File: config.mk
export PLATFORM = sky130hd
export DESIGN_NAME = rom_fetch_ctrl
export DESIGN_NICKNAME = d
export VERILOG_FILES = /design/src/rtl/rom_fetch_pkg.sv /design/src/rtl/rom_fetch_ctrl_stepper.sv /design/src/rtl/rom_fetch_ctrl.sv
export SDC_FILE = /design/constraint.sdc
export NUM_CORES = 1
export LEC_CHECK = 0
export CAP_MARGIN = 0
export CORE_UTILIZATION = 25
export CTS_CLUSTER_SIZE = 20
export DETAILED_ROUTE_END_ITERATION = 7
export GPL_ROUTABILITY_DRIVEN = 1
export GPL_TIMING_DRIVEN = 0
export MAX_ROUTING_LAYER = met4
export SETUP_SLACK_MARGIN = 0.5
export SLEW_MARGIN = 20
export SYNTH_ARGS = -nofsm -noshare
export SYNTH_HDL_FRONTEND = slang
export SYNTH_SLANG_ARGS = --single-unit
File: constraint.sdc
create_clock -name Clk -period 1.89 [get_ports Clk]
set_clock_uncertainty 0.1 [all_clocks]
set_input_delay 0.378 -clock Clk [delete_from_list [all_inputs] [get_ports Clk]]
set_output_delay 0.378 -clock Clk [all_outputs]
set_load 0.05 [all_outputs]
File: src/rtl/rom_fetch_pkg.sv
// Shared types and default sizing for the ROM fetch controller.
package rom_fetch_pkg;
  localparam int ADDR_W_DEF   = 4;
  localparam int DATA_W_DEF   = 8;
  localparam int WINDOW_DEF   = 14;
  localparam int WAIT_MAX_DEF = 4;

  typedef enum logic [2:0] {
    IDLE,
    ARM,
    WAIT_SEL,
    FETCH,
    DRAIN,
    DONE
  } state_t;
endpackage

File: src/rtl/rom_fetch_ctrl_stepper.sv
// Address/length tracker: loads a start address and word count, steps with wrap.
module rom_addr_stepper #(
  parameter int ADDR_W = 4
) (
  input  logic              clk,
  input  logic              rst_n,
  input  logic              load,
  input  logic              step,
  input  logic [ADDR_W-1:0] load_addr,
  input  logic [ADDR_W-1:0] load_len,
  output logic [ADDR_W-1:0] addr,
  output logic              last,
  output logic              rem_zero
);
  logic [ADDR_W-1:0] rem;

  always_ff @(posedge clk or negedge rst_n) begin
    if (!rst_n) begin
      addr <= '0;
      rem  <= '0;
    end else if (load) begin
      addr <= load_addr;
      rem  <= load_len;
    end else if (step && (rem != '0)) begin
      addr <= addr + 1'b1;
      rem  <= rem - 1'b1;
    end
  end

  assign last     = (rem == ADDR_W'(1));
  assign rem_zero = (rem == '0);
endmodule

File: src/rtl/rom_fetch_ctrl.sv
// ROM fetch requester: arms the ROM-select timer, reads inside its window, streams words out.
// Optional checksum output enabled by defining ROM_FETCH_CHECKSUM_EN.
//
// state    | meaning
// IDLE     | waiting for req
// ARM      | start_timer pulse
// WAIT_SEL | waiting for ROMsel, bounded by WAIT_MAX
// FETCH    | one read per ROMsel cycle until length exhausted
// DRAIN    | lets the last returned word through
// DONE     | done pulse, err qualifies it
module rom_fetch_ctrl
  import rom_fetch_pkg::*;
#(
  parameter int ADDR_W   = ADDR_W_DEF,
  parameter int DATA_W   = DATA_W_DEF,
  parameter int WINDOW   = WINDOW_DEF,
  parameter int WAIT_MAX = WAIT_MAX_DEF
) (
  input  logic              Clk,
  input  logic              Clear_n,
  input  logic              req,
  input  logic [ADDR_W-1:0] req_addr,
  input  logic [ADDR_W-1:0] req_len,
  output logic              busy,
  output logic              start_timer,
  input  logic              ROMsel,
  output logic              rom_rd,
  output logic [ADDR_W-1:0] rom_addr,
  input  logic [DATA_W-1:0] rom_data,
  output logic [DATA_W-1:0] word_out,
  output logic              word_valid,
  output logic              done,
  output logic              err
`ifdef ROM_FETCH_CHECKSUM_EN
  ,
  output logic [DATA_W-1:0] checksum
`endif
);
  localparam int WCNT_W = $clog2(WAIT_MAX + 1);
  localparam logic [WCNT_W-1:0] WCNT_LOAD = WCNT_W'(WAIT_MAX - 1);
  localparam logic [31:0] WINDOW_U = WINDOW;

  state_t            state, state_nxt;
  logic              err_flag, err_nxt;
  logic              accept, load_en, issue;
  logic              too_long;
  logic [WCNT_W-1:0] wcnt;
  logic [ADDR_W-1:0] cur_addr;
  logic              last, rem_zero;
  logic              busy_d, start_d, done_d, err_d;

  assign too_long = (32'(req_len) > WINDOW_U);
  assign word_out = rom_data;

  rom_addr_stepper #(.ADDR_W(ADDR_W)) u_stepper (
    .clk      (Clk),
    .rst_n    (Clear_n),
    .load     (load_en),
    .step     (issue),
    .load_addr(req_addr),
    .load_len (req_len),
    .addr     (cur_addr),
    .last     (last),
    .rem_zero (rem_zero)
  );

  always_ff @(posedge Clk or negedge Clear_n) begin
    if (!Clear_n) begin
      state    <= IDLE;
      err_flag <= 1'b0;
    end else begin
      state    <= state_nxt;
      err_flag <= err_nxt;
    end
  end

  // A read is committed on the edge that samples ROMsel, so rom_rd lands the following cycle.
  always_comb begin
    state_nxt = state;
    err_nxt   = err_flag;
    accept    = 1'b0;
    load_en   = 1'b0;
    issue     = 1'b0;
    case (state)
      IDLE: begin
        if (req) begin
          accept = 1'b1;
          if (req_len == '0) begin
            state_nxt = DONE;
            err_nxt   = 1'b0;
          end else if (too_long) begin
            state_nxt = DONE;
            err_nxt   = 1'b1;
          end else begin
            state_nxt = ARM;
            err_nxt   = 1'b0;
            load_en   = 1'b1;
          end
        end
      end
      ARM: state_nxt = WAIT_SEL;
      WAIT_SEL: begin
        if (ROMsel && !rem_zero) begin
          issue     = 1'b1;
          state_nxt = last ? DRAIN : FETCH;
        end else if (wcnt == '0) begin
          state_nxt = DONE;
          err_nxt   = 1'b1;
        end
      end
      FETCH: begin
        if (ROMsel && !rem_zero) begin
          issue = 1'b1;
          if (last) state_nxt = DRAIN;
        end else begin
          state_nxt = DRAIN;
          err_nxt   = !rem_zero;
        end
      end
      DRAIN:   state_nxt = DONE;
      DONE:    state_nxt = IDLE;
      default: state_nxt = IDLE;
    endcase
  end

  always_comb begin
    busy_d  = (state_nxt != IDLE);
    start_d = (state_nxt == ARM);
    done_d  = (state_nxt == DONE);
    err_d   = done_d && err_nxt;
  end

  always_ff @(posedge Clk or negedge Clear_n) begin
    if (!Clear_n) begin
      busy        <= 1'b0;
      start_timer <= 1'b0;
      done        <= 1'b0;
      err         <= 1'b0;
      rom_rd      <= 1'b0;
      rom_addr    <= '0;
      word_valid  <= 1'b0;
    end else begin
      busy        <= busy_d;
      start_timer <= start_d;
      done        <= done_d;
      err         <= err_d;
      rom_rd      <= issue;
      if (issue) rom_addr <= cur_addr;
      word_valid  <= rom_rd;
    end
  end

  always_ff @(posedge Clk or negedge Clear_n) begin
    if (!Clear_n) begin
      wcnt <= '0;
    end else if (state == ARM) begin
      wcnt <= WCNT_LOAD;
    end else if ((state == WAIT_SEL) && (wcnt != '0)) begin
      wcnt <= wcnt - 1'b1;
    end
  end

`ifdef ROM_FETCH_CHECKSUM_EN
  always_ff @(posedge Clk or negedge Clear_n) begin
    if (!Clear_n) begin
      checksum <= '0;
    end else if (accept) begin
      checksum <= '0;
    end else if (word_valid) begin
      checksum <= checksum ^ rom_data;
    end
  end
`endif
endmodule

# [Word level (Yosys, flattened, before mapping)]
# Index checks and enable logic that the tools add are counted.
[op_classes] addsub=3 order_cmp=1 n_eq_ne=7 muxes=28 n_reduce_logical=15
[ops] operator="$mux W3" n=10
[ops] operator="$mux W4" n=4
[ops] operator="$pmux W3 S5" n=1
[ops] operator="$mux W1" n=12
[ops] operator="$logic_not A4 Y1" n=2
[ops] operator="$eq A3 B1 Y1 const B" n=2
[ops] operator="$eq A3 B2 Y1 const B" n=2
[ops] operator="$eq A3 B3 Y1 const B" n=2
[ops] operator="$logic_not A3 Y1" n=2
[ops] operator="$reduce_bool A3 Y1" n=2
[ops] operator="$add A4 B1 Y4 const B" n=1
[ops] operator="$eq A4 B1 Y1 const B" n=1
[ops] operator="$gt A4 B4 Y1 const B" n=1
[ops] operator="$logic_and A1 B1 Y1" n=4
[ops] operator="$reduce_bool A2 Y1" n=2
[ops] operator="$reduce_bool A4 Y1" n=1
[ops] operator="$sub A4 B1 Y4 const B" n=1
[ops] operator="$pmux W1 S3" n=1
[ops] operator="$sub A3 B1 Y3 const B" n=1
[ops] operator="$reduce_or A2 Y1" n=1
[ops] operator="$logic_not A1 Y1" n=1
[totals] reg_bits=25 inputBits=20 out_inout_bits=18 elab_cells=66

# [Depth between registers and ports, before layout]
[depth] depth_word=8 ltp_mapped=9

# [By module]
# Synthesis repeated with hierarchy kept, for this count alone.
[unflattened] hier_cells=147 area_unflattened_um2=1402.6
[by_module_without_submodules] mod="rom_fetch_ctrl" n_inst=1 cells_per_inst=91 area_per_inst_um2=910.9 seq_area_each_um2=425.4
[by_module_without_submodules] mod="rom_addr_stepper" n_inst=1 cells_per_inst=56 area_per_inst_um2=491.7 seq_area_each_um2=200.2

# [Least setup slack after synthesis]
# Ideal clock, no wire load.
[synth_timing] path_type="reg-to-reg" from="register u_stepper.rem[0]" to="register err" setup_ns=0.133 arrival_ns=1.725 required_ns=1.657 path_slack_ns=-0.069 stages_incl_launch_ff=8 path_buffers=0 synth_period_minus_slack_ns=1.959 cell_sequence="dfrtp_1 > inv_1 > ha_1 > or3b_4 > a211o_1 > a32o_2 > o21ai_2 > a211oi_1"
[synth_via] elab_chain_len=7 word_cells_on_any_way=14 classes_between="2 x eq/ne; 8 x mux; 4 x reduce/logical"
[synth_lines] element="start, declared" line_no="rom_fetch_ctrl_stepper.sv:15" source="logic [ADDR_W-1:0] rem;"
[synth_lines] element="start signal, assigned" line_no="rom_fetch_ctrl_stepper.sv:23" source="rem <= load_len;"
[synth_lines] element="start signal, assigned" line_no="rom_fetch_ctrl_stepper.sv:26" source="rem <= rem - 1'b1;"
[synth_lines] element="$logic_not A4 Y1" line_no="rom_fetch_ctrl_stepper.sv:31" source="assign rem_zero = (rem == '0);"
[synth_lines] element="$logic_not A1 Y1" line_no="rom_fetch_ctrl.sv:103, rom_fetch_ctrl.sv:112"
[synth_lines] element="$logic_and A1 B1 Y1" line_no="rom_fetch_ctrl.sv:103, rom_fetch_ctrl.sv:112"
[synth_lines] element="$mux W3, on equally long branches" line_no="rom_fetch_ctrl.sv:112, rom_fetch_ctrl.sv:103"
[synth_lines] element="$pmux W3 S5 (*)" line_no="rom_fetch_ctrl.sv:84" source="case (state)"
[synth_lines] element="named net state_nxt[2]" line_no="rom_fetch_ctrl.sv:43" source="state_t state, state_nxt;"
[synth_lines] element="$eq A3 B3 Y1 (*)" line_no="rom_fetch_ctrl.sv:129" source="done_d = (state_nxt == DONE);"
[synth_lines] element="$logic_and A1 B1 Y1 (*)" line_no="rom_fetch_ctrl.sv:130" source="err_d = done_d && err_nxt;"
[synth_lines] element="named net err_d" line_no="rom_fetch_ctrl.sv:50" source="logic busy_d, start_d, done_d, err_d;"
[synth_lines] element="end signal, assigned" line_no="rom_fetch_ctrl.sv:146" source="err <= err_d;"
[synth_lines] element="end, declared" line_no="rom_fetch_ctrl.sv:33" source="output logic err"
# The timed path passes the listed nets; every way through them passes the cells marked *.
# A chain may end at the register's enable or synchronous reset.

# [Worst setup path in the final report]
# Same ends and word-level chain as after synthesis.

==> flow_metrics.env <==
export IMPL_outcome="finished with violations"
export IMPL_failed_checks="hold timing, setup timing"
export IMPL_yosys_cell_types_count=42
export IMPL_p_switching_mw=1.65
export IMPL_dr_first_iter_drc_count=114
export IMPL_cts_buffers=3
export IMPL_io_pins=38
export IMPL_critPathRequiredTime_ps=1960
export IMPL_timing_final_crit_period_ps=1910
export IMPL_grt_overflow=0
export IMPL_drive_gt1_share_pct=51.2
export IMPL_finish_utilization_pct=42.6
export IMPL_drt_total_wl_um=3590
export IMPL_fmax_ghz=0.525
export IMPL_grt_pass1_vias=1162
export IMPL_critPathMaxFanout=3
export IMPL_dieWidth_um=76.5
export IMPL_synthCells=148
export IMPL_syn2layout_area_growth_pct=60.5
export IMPL_ys_top_cells_by_area="dfrtp_1, nand2_1, ha_1, buf_4, nor2_1"
export IMPL_intPower_mw=1.97
export IMPL_cts_tree="built"
export IMPL_setup_viol=2
export IMPL_grt_pass1_wl_um=5490
export IMPL_rows=26
export IMPL_clk_insertion_delay_late_ps=290
export IMPL_ff2ff_setup_slack_ps=-20
export IMPL_p_seq_share_pct=26.1
export IMPL_synth_edff_count=0
export IMPL_hold_viol=25
export IMPL_critPathLaunchType="register"
export IMPL_reg2reg_from="u_stepper.rem[0]"
export IMPL_power_mw=3.62
export IMPL_synth_common_cells="dfrtp_1, nand2_1, nor2_1, a21oi_1, buf_4"
export IMPL_cp_arrival_ps=1970
export IMPL_p_leak_nw=1.02
export IMPL_ys_seq_area_share_pct=45.0
export IMPL_fin_crit_sh_pct=101
export IMPL_synthFlopType="dfrtp_1"
export IMPL_grt_total_usage_pct=12.0
export IMPL_clkTransAtPathRegs_ps=100
export IMPL_endpoint_kind="register"
export IMPL_maxCapViolations=0
export IMPL_p_per_area_nw_per_um2=1620
export IMPL_ys_ff_latch=25
export IMPL_ys_warn_count=0
export IMPL_holdCritPathClass="in2async"
export IMPL_cts_max_path_buffers=2
export IMPL_cts_root_buf="clkbuf_8"
export IMPL_finalSetupTns_ps=-22.1
export IMPL_clkSinkCount=25
export IMPL_gp_congestion=0.818
export IMPL_core_area_um2=5240
export IMPL_port_buffers=29
export IMPL_syn_avg_cell_area_um2=9.38
export IMPL_yosys_cell_count_top_type="dfrtp_1"
export IMPL_setup_slack_ps=-16.0
export IMPL_tightest_slew_ps=577
export IMPL_synth_area_um2=1390
export IMPL_synthArstFlopShare_pct=100
export IMPL_reg2regPathDepth=7
export IMPL_synth_top_area_share_pct=45.0
export IMPL_start_util_pct=26.5
export IMPL_reg2reg_to="err"
export IMPL_diodes=0
export IMPL_vdd_drop_max_v=0.000507
export IMPL_viasPerCell=4.70
export IMPL_dieArea_um2=5860
export IMPL_drc=0
export IMPL_hold_slack_ps=-27.8
export IMPL_htreeDepth=1
export IMPL_grt_max_degree=26
export IMPL_crit_type="reg2reg"
export IMPL_nets=232
export IMPL_synth_largest_area_cell="dfrtp_1"
export IMPL_drtPass1Iterations=4
export IMPL_ant_nets=0
export IMPL_p_comb_share_pct=64.1
export IMPL_rsz0062_at_grt="true"
export IMPL_clkPwrFrac_pct=9.9
export IMPL_hpwl_um=2140
export IMPL_pre_cts_ws_ps=-391
export IMPL_drv_slew=0
export IMPL_p_sw_share_pct=45.6
export IMPL_maxSlewHeadroom_pct=61.5
export IMPL_die_y_um=76.5
export IMPL_synth_nets=174
export IMPL_routedWlPerCell_um=13.1
export IMPL_vias=1292
export IMPL_grt_antenna_before_repair=0
## registers in the layout, indices dropped and copies added, names as in the netlist, 3 cells and up
name            count
u_stepper.addr      4
wcnt                3
u_stepper.rem       4
rom_addr            4
state               3
## critical path, cell delays in order, from the launching register on
cell and delay [ps]:
dfrtp_1 410, inv_2 90, ha_4 140, or3b_4 400, a211o_1 270, a32o_2 250
o21ai_2 80, a211oi_2 50
## area by class of cell
class | instances | area [um2]
Clock inverter | 1 | 8.76
Tap cell | 70 | 87.6
Inverter | 9 | 36.3
Buffer | 13 | 116
Fill cell | 483 | 3010
Sequential cell | 25 | 626
Timing Repair Buffer | 53 | 482
Multi-Input combinational cell | 101 | 832
Clock buffer | 3 | 41.3
## logic make-up after synthesis
group	count (synthesis)	synth area share [%]
buf+inv	22	9.37
flops	25	45.0
xor+xnor	3	1.89
simple gates	57	21.5
compound gates	34	16.0
fa+ha+maj	6	5.41
mux	1	0.721
## power by group through the flow
| stage | logic [mW] | clock network [mW] | registers (mW) |
|---|---|---|---|
| global placement | 1.55 | 0 | 0.943 |
| detailed placement | 1.56 | 0 | 0.947 |
| floorplan | 0.923 | 0 | 1.17 |
| CTS | 1.94 | 0.362 | 0.926 |
| finish | 2.32 | 0.357 | 0.943 |
| global route | 2.51 | 0.380 | 0.976 |
## placed cells by master (no fill, tap or decap), types with 2 or more instances in the layout
| master | n |
|---|---|
| a21oi_2 | 7 |
| nor2_4 | 3 |
| nor2_1 | 12 |
| a31oi_1 | 2 |
| ha_4 | 4 |
| o21ai_0 | 2 |
| nor4_4 | 2 |
| nand2_1 | 14 |
| nand3_1 | 3 |
| buf_4 | 25 |
| xor2_1 | 2 |
| clkdlybuf4s50_1 | 4 |
| a21oi_1 | 3 |
| nor3_1 | 2 |
| nand2_2 | 7 |
| dlygate4sd2_1 | 5 |
| o21ai_1 | 6 |
| inv_1 | 4 |
| dfrtp_1 | 25 |
| clkbuf_8 | 3 |
| inv_2 | 4 |
| clkbuf_4 | 5 |
| or3b_4 | 2 |
| buf_2 | 6 |
| a221o_1 | 3 |
| clkdlybuf4s15_2 | 8 |
| buf_8 | 2 |
| ha_1 | 2 |
| buf_6 | 9 |
## timing repair
item	in CTS	in global routing
hold buffers	0	0
buffers inserted	19	4
pin swaps	13	20
gates cloned	0	1
endpoints found under the setup margin	40	28
endpoints found under the hold margin	0	0
gates resized for setup	114	34
## through the flow
stage | cells | area (um2)
after global placement | 247 | 1770
final | 275 | 2230
after global routing | 275 | 2230
after floorplan | 148 | 1400
after detailed placement | 247 | 1770
after CTS | 270 | 2040
## worst max-delay path by stage
stage	slack (ps)	startpoint	depth (start not counted)	endpoint
2_1_floorplan	-20	u_stepper.rem[0]	9	u_stepper.rem[2]
3_3_place_gp	-400	req	5	u_stepper.rem[1]
3_5_place_dp	-390	req	5	u_stepper.rem[3]
4_1_cts	4	u_stepper.rem[0]	7	err
5_1_grt	-90	u_stepper.rem[0]	7	err
6_report	-20	u_stepper.rem[0]	7	err
## layer usage
layer  wire, um  part of all wire, %  GRT usage, %
met1       1560                   43          15.5
met5          0                    0             -
met2       1810                   51          18.8
met4         77                  2.1          4.81
met3        140                  3.9          1.92
Power figures use the tool's default switching activity.
